--- src/rtl/rtmc_pkg.sv ---
// Shared types and constants for the rtmc SPI-to-register bridge.
package rtmc_pkg;

    typedef enum logic [2:0] {
        ST_IDLE,
        ST_HDR,
        ST_WDATA,
        ST_WR_WAIT,
        ST_RD_WAIT,
        ST_RDATA,
        ST_DRAIN
    } bridge_state_t;

    localparam int CMD_WR_BIT      = 7;
    localparam int CMD_CLR_BIT     = 6;
    localparam int CMD_BITS        = 8;
    localparam int HDR_BITS        = 16;
    localparam int FRAME_BITS      = 32;
    localparam int ACK_TIMEOUT_DEF = 15;

endpackage

--- src/rtl/rtmc_spi_sync.sv ---
// Two-flop synchronisers for the SPI pins plus sclk edge detection in the clk domain.
module rtmc_spi_sync (
    input  logic clk,
    input  logic rst_n,
    input  logic spi_sclk,
    input  logic spi_cs,
    input  logic spi_mosi,
    output logic sclk_rise,
    output logic sclk_fall,
    output logic cs_n_sync,
    output logic mosi_sync
);

    logic [2:0] sclk_ff;
    logic [1:0] cs_ff;
    logic [1:0] mosi_ff;

    // cs resets to the deasserted level so reset itself never looks like a frame start
    always_ff @(posedge clk) begin
        if (!rst_n) begin
            sclk_ff <= 3'b000;
            cs_ff   <= 2'b11;
            mosi_ff <= 2'b00;
        end else begin
            sclk_ff <= {sclk_ff[1:0], spi_sclk};
            cs_ff   <= {cs_ff[0], spi_cs};
            mosi_ff <= {mosi_ff[0], spi_mosi};
        end
    end

    assign sclk_rise = sclk_ff[1] & ~sclk_ff[2];
    assign sclk_fall = ~sclk_ff[1] & sclk_ff[2];
    assign cs_n_sync = cs_ff[1];
    assign mosi_sync = mosi_ff[1];

endmodule

--- src/rtl/rtmc_spi_reg_bridge.sv ---
// SPI mode-0 peripheral that converts 32-bit cmd/addr/data frames into register-bus strobes.
//
// state    | meaning
// IDLE     | cs high, waiting for a frame
// HDR      | shifting cmd + addr bytes
// WDATA    | shifting 16-bit write data
// WR_WAIT  | reg_wr issued, waiting for ack or timeout
// RD_WAIT  | reg_rd issued, waiting for ack or timeout
// RDATA    | shifting read data out on miso
// DRAIN    | frame done, ignoring extra bits until cs rises
module rtmc_spi_reg_bridge
    import rtmc_pkg::*;
#(
    parameter int ADDR_W      = 8,
    parameter int DATA_W      = 16,
    parameter int ACK_TIMEOUT = ACK_TIMEOUT_DEF
) (
    input  logic              clk,
    input  logic              rst_n,
    input  logic              spi_sclk,
    input  logic              spi_cs,
    input  logic              spi_mosi,
    output logic              spi_miso,
    output logic              spi_miso_oe,
    output logic [ADDR_W-1:0] reg_addr,
    output logic [DATA_W-1:0] reg_wdat,
    output logic              reg_wr,
    output logic              reg_rd,
    input  logic [DATA_W-1:0] reg_rdat,
    input  logic              reg_ack,
    output logic              err,
    output logic              busy
);

    localparam int WAIT_W = $clog2(ACK_TIMEOUT + 1);
    localparam int CNT_W  = 6;

    logic              sclk_rise;
    logic              sclk_fall;
    logic              cs_n_sync;
    logic              mosi_sync;

    bridge_state_t     state;
    logic [CNT_W-1:0]  bit_cnt;
    logic [WAIT_W-1:0] wait_cnt;
    logic [DATA_W-1:0] rx_sr;
    logic [DATA_W-1:0] tx_sr;
    logic [DATA_W-1:0] rx_next;
    logic              cmd_wr;
    logic              ack_expired;

    rtmc_spi_sync u_sync (
        .clk       (clk),
        .rst_n     (rst_n),
        .spi_sclk  (spi_sclk),
        .spi_cs    (spi_cs),
        .spi_mosi  (spi_mosi),
        .sclk_rise (sclk_rise),
        .sclk_fall (sclk_fall),
        .cs_n_sync (cs_n_sync),
        .mosi_sync (mosi_sync)
    );

    assign rx_next     = {rx_sr[DATA_W-2:0], mosi_sync};
    assign ack_expired = (wait_cnt == WAIT_W'(ACK_TIMEOUT));

    always_ff @(posedge clk) begin
        if (!rst_n) begin
            state       <= ST_IDLE;
            bit_cnt     <= '0;
            wait_cnt    <= '0;
            rx_sr       <= '0;
            tx_sr       <= '0;
            cmd_wr      <= 1'b0;
            spi_miso    <= 1'b0;
            spi_miso_oe <= 1'b0;
            reg_addr    <= '0;
            reg_wdat    <= '0;
            reg_wr      <= 1'b0;
            reg_rd      <= 1'b0;
            err         <= 1'b0;
            busy        <= 1'b0;
        end else begin
            reg_wr <= 1'b0;
            reg_rd <= 1'b0;
            if (state != ST_IDLE && cs_n_sync) begin
                state       <= ST_IDLE;
                spi_miso    <= 1'b0;
                spi_miso_oe <= 1'b0;
                busy        <= 1'b0;
            end else begin
                case (state)
                    ST_IDLE: begin
                        if (!cs_n_sync) begin
                            state       <= ST_HDR;
                            bit_cnt     <= '0;
                            rx_sr       <= '0;
                            spi_miso    <= 1'b0;
                            spi_miso_oe <= 1'b1;
                            busy        <= 1'b1;
                        end
                    end
                    ST_HDR: begin
                        if (sclk_rise) begin
                            rx_sr   <= rx_next;
                            bit_cnt <= bit_cnt + 1'b1;
                            if (bit_cnt == CNT_W'(CMD_BITS - 1)) begin
                                cmd_wr <= rx_next[CMD_WR_BIT];
                                if (rx_next[CMD_CLR_BIT]) err <= 1'b0;
                            end
                            if (bit_cnt == CNT_W'(HDR_BITS - 1)) begin
                                reg_addr <= rx_next[ADDR_W-1:0];
                                if (cmd_wr) begin
                                    state <= ST_WDATA;
                                end else begin
                                    reg_rd   <= 1'b1;
                                    wait_cnt <= '0;
                                    state    <= ST_RD_WAIT;
                                end
                            end
                        end
                    end
                    ST_WDATA: begin
                        if (sclk_rise) begin
                            rx_sr   <= rx_next;
                            bit_cnt <= bit_cnt + 1'b1;
                            if (bit_cnt == CNT_W'(FRAME_BITS - 1)) begin
                                reg_wdat <= rx_next;
                                reg_wr   <= 1'b1;
                                wait_cnt <= '0;
                                state    <= ST_WR_WAIT;
                            end
                        end
                    end
                    ST_WR_WAIT: begin
                        if (reg_ack) begin
                            state <= ST_DRAIN;
                        end else if (ack_expired) begin
                            err   <= 1'b1;
                            state <= ST_DRAIN;
                        end else begin
                            wait_cnt <= wait_cnt + 1'b1;
                        end
                    end
                    ST_RD_WAIT: begin
                        if (sclk_rise) bit_cnt <= bit_cnt + 1'b1;
                        if (reg_ack) begin
                            tx_sr    <= reg_rdat;
                            spi_miso <= reg_rdat[DATA_W-1];
                            state    <= ST_RDATA;
                        end else if (ack_expired) begin
                            err      <= 1'b1;
                            tx_sr    <= '0;
                            spi_miso <= 1'b0;
                            state    <= ST_RDATA;
                        end else begin
                            wait_cnt <= wait_cnt + 1'b1;
                        end
                    end
                    ST_RDATA: begin
                        // The fall after the last header bit keeps the MSB already on miso
                        if (sclk_rise) begin
                            bit_cnt <= bit_cnt + 1'b1;
                        end else if (sclk_fall) begin
                            if (bit_cnt >= CNT_W'(FRAME_BITS)) begin
                                spi_miso <= 1'b0;
                                state    <= ST_DRAIN;
                            end else if (bit_cnt > CNT_W'(HDR_BITS)) begin
                                tx_sr    <= {tx_sr[DATA_W-2:0], 1'b0};
                                spi_miso <= tx_sr[DATA_W-2];
                            end
                        end
                    end
                    ST_DRAIN: begin
                        spi_miso <= 1'b0;
                    end
                    default: begin
                        state <= ST_IDLE;
                    end
                endcase
            end
        end
    end

endmodule

--- config.mk ---
export PLATFORM = sky130hd
export DESIGN_NAME = rtmc_spi_reg_bridge
export DESIGN_NICKNAME = d
export VERILOG_FILES = /design/src/rtl/rtmc_pkg.sv /design/src/rtl/rtmc_spi_sync.sv /design/src/rtl/rtmc_spi_reg_bridge.sv
export SDC_FILE = /design/constraint.sdc
export NUM_CORES = 1
export LEC_CHECK = 0
export BUFFER_PORTS_ARGS = -buffer_cell sky130_fd_sc_hd__buf_2
export CORE_ASPECT_RATIO = 1.2
export CORE_MARGIN = 1
export CORE_UTILIZATION = 29
export DETAILED_ROUTE_END_ITERATION = 6
export GPL_TIMING_DRIVEN = 0
export PLACE_DENSITY = 0.57
export REMOVE_ABC_BUFFERS = 1
export SLEW_MARGIN = 5
export SYNTH_ARGS = -nofsm -noshare
export SYNTH_HDL_FRONTEND = slang
export SYNTH_SLANG_ARGS = --single-unit
--- constraint.sdc ---
create_clock -name clk -period 2.29 [get_ports clk]
set_input_delay 0.229 -clock clk [delete_from_list [all_inputs] [get_ports clk]]
set_output_delay 0.229 -clock clk [all_outputs]
set_load 0.01 [all_outputs]
# After elaboration in Yosys (flattened, before gate mapping)
# Cells that the tools add are included.
dict set report totals {
  regBits 80
  inputBits 22
  output_inout_bits 30
  wordCells 140
}
dict set report classes {
  addsub 2
  magnitude_cmp 2
  eq_ne 31
  n_mux 51
  bitwise_logic 12
  n_reduce_logical 26
}
# op count
set op_table {}
lappend op_table {{$mux W15} 8}
lappend op_table {{$pmux W15 S2} 2}
lappend op_table {{$mux W3} 13}
lappend op_table {{$ne A2 B2 Y1 const B} 15}
lappend op_table {{$mux W4} 7}
lappend op_table {{$pmux W3 S7} 1}
lappend op_table {{$reduce_and A4 Y1} 5}
lappend op_table {{$mux W1} 14}
lappend op_table {{$reduce_and A7 Y1} 2}
lappend op_table {{$mux W6} 2}
lappend op_table {{$pmux W4 S3} 1}
lappend op_table {{$pmux W6 S2} 1}
lappend op_table {{$reduce_and A11 Y1} 1}
lappend op_table {{$not A1 Y1} 10}
lappend op_table {{$eq A3 B3 Y1 const B} 3}
lappend op_table {{$ne A3 B3 Y1 const B} 3}
lappend op_table {{$reduce_and A9 Y1} 1}
lappend op_table {{$reduce_bool A2 Y1} 4}
lappend op_table {{$reduce_or A4 Y1} 2}
lappend op_table {{$add A6 B1 Y6 const B} 1}
lappend op_table {{$eq A3 B2 Y1 const B} 2}
lappend op_table {{$eq A6 B3 Y1 const B} 1}
lappend op_table {{$eq A6 B4 Y1 const B} 1}
lappend op_table {{$eq A6 B5 Y1 const B} 1}
lappend op_table {{other kinds (17)} 23}

# Longest topological paths before layout
# Gate-level depths: netlist of run 1.
dict set report depth {
  ltp_word 6
  depth_mapped 8
  depth_no_buf 7
}

# By module
# Synthesis of run 1 repeated with hierarchy kept, for this count alone.
dict set report hier_totals {
  cells_unflattened 418
  area_unflattened_um2 3664.8
}
# module instances cells_per_inst area_per_inst_um2 seq_area_each_um2
set modules_own_cells {}
lappend modules_own_cells {rtmc_spi_reg_bridge 1 402 3468.3 1461.4}
lappend modules_own_cells {rtmc_spi_sync 1 16 196.4 140.1}

# Worst setup path after synthesis of run 1
# No wires, ideal clock.
dict set report synth_path {
  kind {register to register}
  startpoint {register bit_cnt[0]}
  endpoint {register reg_wdat[10]}
  setup_time_ns 0.128
  arrival_time_ns 1.843
  required_ns 2.162
  path_slack_ns 0.319
  path_stages_with_launch 9
  n_path_buf 2
  synth_period_minus_slack_ns 1.971
  cell_sequence {dfxtp_1 > ha_1 > and3_1 > nand3_1 > or4b_1 > buf_2 > buf_2 > mux2i_1 > nor2_1}
}
dict set report synth_between {
  elab_chain_cells 2
}
# element line_no
set synth_rtl {}
lappend synth_rtl {{from (decl)} rtmc_spi_reg_bridge.sv:44} ;# logic [CNT_W-1:0] bit_cnt;
lappend synth_rtl {{from (signal assigned)} rtmc_spi_reg_bridge.sv:106} ;# bit_cnt <= bit_cnt + 1'b1;
lappend synth_rtl {{from (signal assigned)} rtmc_spi_reg_bridge.sv:126} ;# bit_cnt <= bit_cnt + 1'b1;
lappend synth_rtl {{from (signal assigned)} rtmc_spi_reg_bridge.sv:146} ;# if (sclk_rise) bit_cnt <= bit_cnt + 1'b1;
lappend synth_rtl {{$eq A6 B5 Y1} rtmc_spi_reg_bridge.sv:127} ;# if (bit_cnt == CNT_W'(FRAME_BITS - 1)) begin
lappend synth_rtl {{$reduce_and A4 Y1 (no line)} --}
lappend synth_rtl {{to (signal assigned)} rtmc_spi_reg_bridge.sv:128} ;# reg_wdat <= rx_next;
lappend synth_rtl {{to (decl)} rtmc_spi_reg_bridge.sv:26} ;# output logic [DATA_W-1:0] reg_wdat,
# No other way between the ends.
# A chain may end at the register's enable or synchronous reset.

# Worst setup path after layout of run 1
dict set report layout_path {
  startpoint {register bit_cnt[0]}
  endpoint {register tx_sr[1]}
}
dict set report layout_between {
  elab_chain_cells 3
  word_cells_on_any_way 5
  cone_classes {2 x order compare; 2 x eq/ne; 1 x reduce/logical}
}
# element line_no
set layout_rtl {}
lappend layout_rtl {{$gt A6 B5 Y1 / $ge A6 B6 Y1 (equally long branches)} {rtmc_spi_reg_bridge.sv:168, rtmc_spi_reg_bridge.sv:165}}
lappend layout_rtl {{$ne A2 B2 Y1 (no line)} --}
lappend layout_rtl {{$reduce_and A7 Y1 (no line) *} --}
lappend layout_rtl {{to (signal assigned)} rtmc_spi_reg_bridge.sv:148} ;# tx_sr <= reg_rdat;
lappend layout_rtl {{to (signal assigned)} rtmc_spi_reg_bridge.sv:169} ;# tx_sr <= {tx_sr[DATA_W-2:0], 1'b0};
lappend layout_rtl {{to (decl)} rtmc_spi_reg_bridge.sv:47} ;# logic [DATA_W-1:0] tx_sr;
# Every way passes the cells marked *; elsewhere a longest branch is shown, timed or not.

==> qor.yml, run 1 <==
power_and_ir_drop:
  powerDensity_nw_per_um2: 753.5
  vdd_drop_max_v: 0.0003706
  power_mw: 3.173
  leakagePower_nw: 1.646
global_routing:
  grt_overflow_total: 0
  grt_pass1_vias: 2844
  grt_antenna_before_repair: 0
  grt_max_degree: 62
  grt.total_usage_pct: 13.19
  grt_pass1_wl_mm: 13.19
drt:
  wl_per_cell_um: 12.93
  drt_first_pass_iters: 4
  wl_mm: 7.850
  via_per_inst: 4.921
  ant_nets: 0
  drtIter0Drc: 142
  vias: 2987
  drcViolationCount: 0
timing:
  finalSetupViolations: 0
  timing.final.crit_share_pct: 92.67
  slew_viol_final: 0
  fin_crit_ps: 2122
  hold_violations: 0
  fmax_mhz: 471.2
  worst_slew_pin_slew_ps: 807.2
  timing.hold.ws_ps: 76.96
  grt_setup_unrepaired: "false"
  fin_skew_ps: 8.102
  max_slew_margin_pct: 46.19
cts:
  numCtsBuffers: 9
  cts_tree: "built"
  clk_path_buf_depth: 2
  insertion_delay_ps: 330
  clock_tree.root_cell: "clkbuf_16"
  clock_sink_count: 80
  htree_levels: 3
  cts.clk_slew.worst_paths_ps: 70
synth:
  synthArstFlopShare_pct: 0
  synth.avg_cell_area_sq_um: 8.518
  synthCells: 412
  post-synth-top-area-fraction_pct: 45.63
  yosys.area.top_type: "dfxtp_1"
  synth_ff_type: "dfxtp_1"
  synth_edf_count: 0
  syn_area_sq_um: 3510
  synthTopCellsByCount: "80 x dfxtp_1, 51 x nor2_1, 43 x nand2_1"
  ys_types: 46
  synthTopCellsByArea: "dfxtp_1 46%, mux2i_1 8.3%, nand3_1 5.6%"
  synth-seq-cells: 80
  yosysSeqAreaShare_pct: 45.63
  yosysMostFrequentCell: "dfxtp_1"
  yosys_warnings: 0
worst_hold_path:
  min_path_type: "in -> reg"
worst_setup_path:
  cp-start-kind: "flip-flop"
  worstPathMaxFanout: 11
  cp.arrival_ps: 2340
  path_class: "reg -> reg"
  cp-end-kind: "flip-flop"
  cp.required_ps: 2510
layout:
  final_core_util_pct: 36.06
  nFillCells: 1223
  num_antenna_cells: 0
  drive_gt1_share_pct: 18.22
  final_cells: 607
  area_growth_pct: 19.96
  nets: 470
floorplan:
  coreArea_sq_um: 11670
  die_x_um: 102.4
  fp-row-count: 43
  die_h_um: 122.5
  dieArea_sq_um: 12550
  num_io_pins: 52
  start_util_pct: 30.06
placed_design:
  gp_congestion: 0.7941
  placed_cells: 590
  dpl.hpwl_mm: 5.197
  portBuffers: 51
status:
  status: "finished clean"
run:
  maxCapViolations: 0
[flip-flops by register name, indices dropped and copies added, names as in the netlist]
| signal | cells |
|---|---|
| rx_sr | 15 |
| u_sync.mosi_ff | 2 |
| reg_addr | 8 |
| spi_miso | 1 |
| u_sync.cs_ff | 2 |
| busy | 1 |
| cmd_wr | 1 |
| state | 3 |
| err | 1 |
| tx_sr | 15 |
| bit_cnt | 6 |
| wait_cnt | 4 |
| reg_wdat | 16 |
| u_sync.sclk_ff | 3 |
| reg_rd | 1 |
| reg_wr | 1 |
[what timing repair did]
action | 4_1_cts | 5_1_grt
hold buffers | 0 | 0
buffers inserted | 0 | 1
gates resized for setup | 4 | 7
pin swaps | 0 | 2
endpoints found under the setup margin | 26 | 35
[critical path, stage by stage (launching register included)]
cell and delay, ps:
dfxtp_1 380, inv_1 80, ha_1 180, or3b_1 200
nand3_1 130, a2111oi_4 400, buf_6 200, buf_4 150
nor2_1 50, a311oi_1 240
[per-layer routing]
layer  up-vias  wire (um)  GRT usage [%]
li1       1520          -              -
met1      1413       3866          16.66
met2        48       3705          21.92
met3         6        215          3.417
met4         0         62          3.750
met5         -          0              0
[through the flow]
step                setup WS (ps)  TNS, ps  area (sq um)
floorplan                   -2607   -39090          3373
global placement            -4069   -71170          3825
detailed placement         -267.1    -3566          3857
CTS                         59.66        0          4187
global route                16.83        0          4210
finish                      167.8        0          4210
[cell type report]
type / instances / area [sq um] / share of cell area, %
flip-flops and latches: 80 / 1605 / 38.13
clock inverters: 6 / 72.57 / 1.724
multi-input cells: 294 / 1790 / 42.53
repair buffers: 55 / 286.5 / 6.805
inverters: 5 / 20.02 / 0.4755
clock buffers: 10 / 239.0 / 5.676
well taps: 157 / 196.4 / 4.666
[kinds of logic after synthesis]
| kind of cell | share of synthesized area [%] |
|---|---|
| AO/OA/AOI/OAI | 11.98 |
| XOR/XNOR | 1.248 |
| adder cells (fa/ha/maj) | 1.640 |
| buffers and inverters | 4.420 |
| flip-flops | 45.63 |
| multiplexers | 8.271 |
| AND/OR/NAND/NOR | 26.81 |
[worst paths after layout]
path,from,end,slack (ps),cells past startpoint
max reg2reg,bit_cnt[0],tx_sr[1],170,9
min,spi_cs,u_sync.cs_ff[0],80,2
min reg2reg,u_sync.cs_ff[0],u_sync.cs_ff[1],410,1
max,bit_cnt[0],tx_sr[1],170,9
[report_power, final]
| part | switching [mW] | internal, mW |
|---|---|---|
| clock network | 0.615 | 0.891 |
| logic | 0.140 | 0.0848 |
| registers | 0.0379 | 1.40 |
[cell usage in the layout, fill, tap and decap left out, types with 2 or more instances in the layout]
cell type / count
o211ai_1: 2
nor4_1: 3
a311oi_1: 14
o21a_1: 2
nor2b_1: 2
nor3b_1: 9
clkinv_2: 2
nor2_1: 50
and2_1: 7
inv_1: 4
o21ai_0: 7
nand4_1: 4
nand3b_1: 3
or3b_1: 2
inv_6: 2
and3_1: 2
nand2b_1: 11
nand2_1: 43
dfxtp_2: 3
buf_4: 2
mux2i_1: 29
maj3_1: 2
o311ai_0: 2
dfxtp_1: 77
ha_1: 3
buf_2: 52
nor3_1: 5
clkbuf_16: 9
or3_1: 4
a31oi_1: 3
nand3_1: 39
a21oi_1: 25
xnor2_1: 5
Note: power is estimated with default switching activity, not from simulation.
==> run 2, diff against run 1 <==
--- a/config.mk
+++ b/config.mk
@@ -13,6 +13,7 @@
 export GPL_TIMING_DRIVEN = 0
 export PLACE_DENSITY = 0.57
 export REMOVE_ABC_BUFFERS = 1
+export SETUP_SLACK_MARGIN = 0.2
 export SLEW_MARGIN = 5
 export SYNTH_ARGS = -nofsm -noshare
 export SYNTH_HDL_FRONTEND = slang
==> run 2 against run 1 <==
Against the previous run:
- maximum frequency grew 3.9%
- sequential power is essentially flat
- critical path depth is 4 lower
- routed wire length up 4.6%
- global-route usage up 0.061 points
- final area grew 2.7%
- total power rose by 0.21%
- critical path type unchanged
- critical endpoint is now reg_wdat[4]
- highest routed layer unchanged
==> qor.yml, run 2 (synthesized netlist as in run 1, its figures left out) <==
timing:
  slew_viol_final: 0  # unchanged
  grt_setup_unrepaired: "true"
  timing.final.crit_share_pct: 89.19  # -3.5 points
  max_slew_margin_pct: 45.05  # -1.1 points
  fin_tns_setup_ps: 0  # unchanged
  hold_violations: 0  # unchanged
  layout_setup_ws_ps: 247.5  # +79.75 ps
  fmax_mhz: 489.6  # +3.9%
  worst_slew_pin_slew_ps: 824.3  # +17.06 ps
  fin_skew_ps: 9.063  # +0.9611 ps
  fin_crit_ps: 2042  # -79.74 ps
  timing.hold.ws_ps: 77.93  # +0.9642 ps
  finalSetupViolations: 0  # unchanged
drt:
  drcViolationCount: 0  # unchanged
  wl_per_cell_um: 13.39  # +3.6%
  drt_first_pass_iters: 4  # unchanged
  wl_mm: 8.211  # +4.6%
  drtIter0Drc: 117  # -18%
  vias: 3059  # +2.4%
  via_per_inst: 4.990  # +1.4%
  ant_nets: 0  # unchanged
global_routing:
  grt_overflow_total: 0  # unchanged
  grt_antenna_before_repair: 0  # unchanged
  grt.total_usage_pct: 13.25  # +0.061 points
  grt_pass1_wl_mm: 13.26  # +0.52%
  grt_pass1_vias: 2865  # +0.74%
  grt_max_degree: 62  # unchanged
floorplan:
  coreArea_sq_um: 11670  # unchanged
  start_util_pct: 30.06  # unchanged
  num_io_pins: 52  # unchanged
  die_h_um: 122.5  # unchanged
  dieArea_sq_um: 12550  # unchanged
  die_x_um: 102.4  # unchanged
  fp-row-count: 43  # unchanged
placed_design:
  pre_cts_ws_ps: -267.1  # unchanged
  dpl_cell_area_sq_um: 3857  # unchanged
  portBuffers: 51  # unchanged
  placed_cells: 590  # unchanged
  gp_congestion: 0.7941  # unchanged
  dpl.hpwl_mm: 5.197  # unchanged
worst_setup_path:
  worstPathMaxFanout: 7  # -4
  cp-start-kind: "flip-flop"
  cp.arrival_ps: 2230  # -110 ps
  path_class: "reg -> reg"
  cp-end-kind: "flip-flop"
  cp.required_ps: 2480  # -30 ps
layout:
  area_growth_pct: 23.24
  top_regs: "reg_wdat: 16 flops, rx_sr: 15 flops, tx_sr: 15 flops"
  final_common_cell: "dfxtp_1"
  drive_gt1_share_pct: 21.71  # +3.5 points
  nets: 476  # +1.3%
  fin_area_sq_um: 4325  # +2.7%
  num_antenna_cells: 0  # unchanged
  largest_reg_flops: 16  # unchanged
  final_cells: 613  # +0.99%
  regMostFlops: "reg_wdat"
  nFillCells: 1212  # -0.90%
  final_cell_mix: "73 x dfxtp_1, 51 x buf_2, 50 x nor2_1"
cts:
  cts_tree: "built"
  numCtsBuffers: 9  # unchanged
  cts.clk_slew.worst_paths_ps: 70  # about the same
  clk_path_buf_depth: 2  # unchanged
  htree_levels: 3  # unchanged
  clock_tree.root_cell: "clkbuf_16"
  insertion_delay_ps: 330  # about the same
  clock_sink_count: 80  # unchanged
power_and_ir_drop:
  leakagePower_nw: 1.679  # +2.0%
  vdd_drop_max_v: 0.0003694  # -0.33%
  powerDensity_nw_per_um2: 735.0  # -2.5%
run:
  maxCapViolations: 0  # unchanged
status:
  status: "finished clean"
worst_hold_path:
  min_path_type: "in -> reg"
run 2: worst paths after layout:
check        depth (start not counted)             from  slack, ps              end
max                                  5       bit_cnt[5]        250      reg_wdat[4]
min                                  2           spi_cs         80  u_sync.cs_ff[0]
max reg2reg                          5       bit_cnt[5]        250      reg_wdat[4]
min reg2reg                          1  u_sync.cs_ff[0]        410  u_sync.cs_ff[1]
run 2: what timing repair did:
item	4_1_cts	5_1_grt
setup endpoints to repair	61	46
pin swaps	2	11
gates resized for setup	9	23
buffers inserted	4	1
gates cloned	0	2
hold buffers	0	0
run 2: final cells by class:
type | count | area [sq um] | share of cell area (%)
clock buffer | 10 | 239.0 | 5.525
multi-input combinational | 296 | 1852 | 42.81
tap | 157 | 196.4 | 4.541
clock inverter | 6 | 72.57 | 1.678
sequential | 80 | 1615 | 37.34
timing repair buffer | 59 | 330.3 | 7.637
inverter | 5 | 20.02 | 0.4628
run 2: report_power, final:
group,switching [mW],internal (mW),leakage [nW]
logic,0.146,0.0886,0.875
registers,0.0389,1.40,0.649
clock network,0.611,0.891,0.155
total,0.796,2.38,1.68
run 2: worst max-delay path, stage by stage, from the launching register on:
cell	delay [ps]
dfxtp_1	390
nor3b_1	360
nand3_2	220
or4b_4	670
mux2i_1	210
nor2_1	60
run 2: stage by stage:
stage,utilization (%),power [mW]
after global placement,32.76,1.675
after global routing,37.05,3.300
after CTS,36.24,3.191
after floorplan,-,1.600
after detailed placement,33.04,1.683
final,37.05,3.179
run 2: per-layer routing:
| metal | vias up | global-route usage [%] | part of all wire [%] |
|---|---|---|---|
| met5 | - | 0 | 0 |
| met4 | 0 | 3.929 | 1.1 |
| met1 | 1449 | 16.81 | 48 |
| li1 | 1540 | - | - |
| met2 | 64 | 21.83 | 47 |
| met3 | 6 | 3.474 | 3.4 |
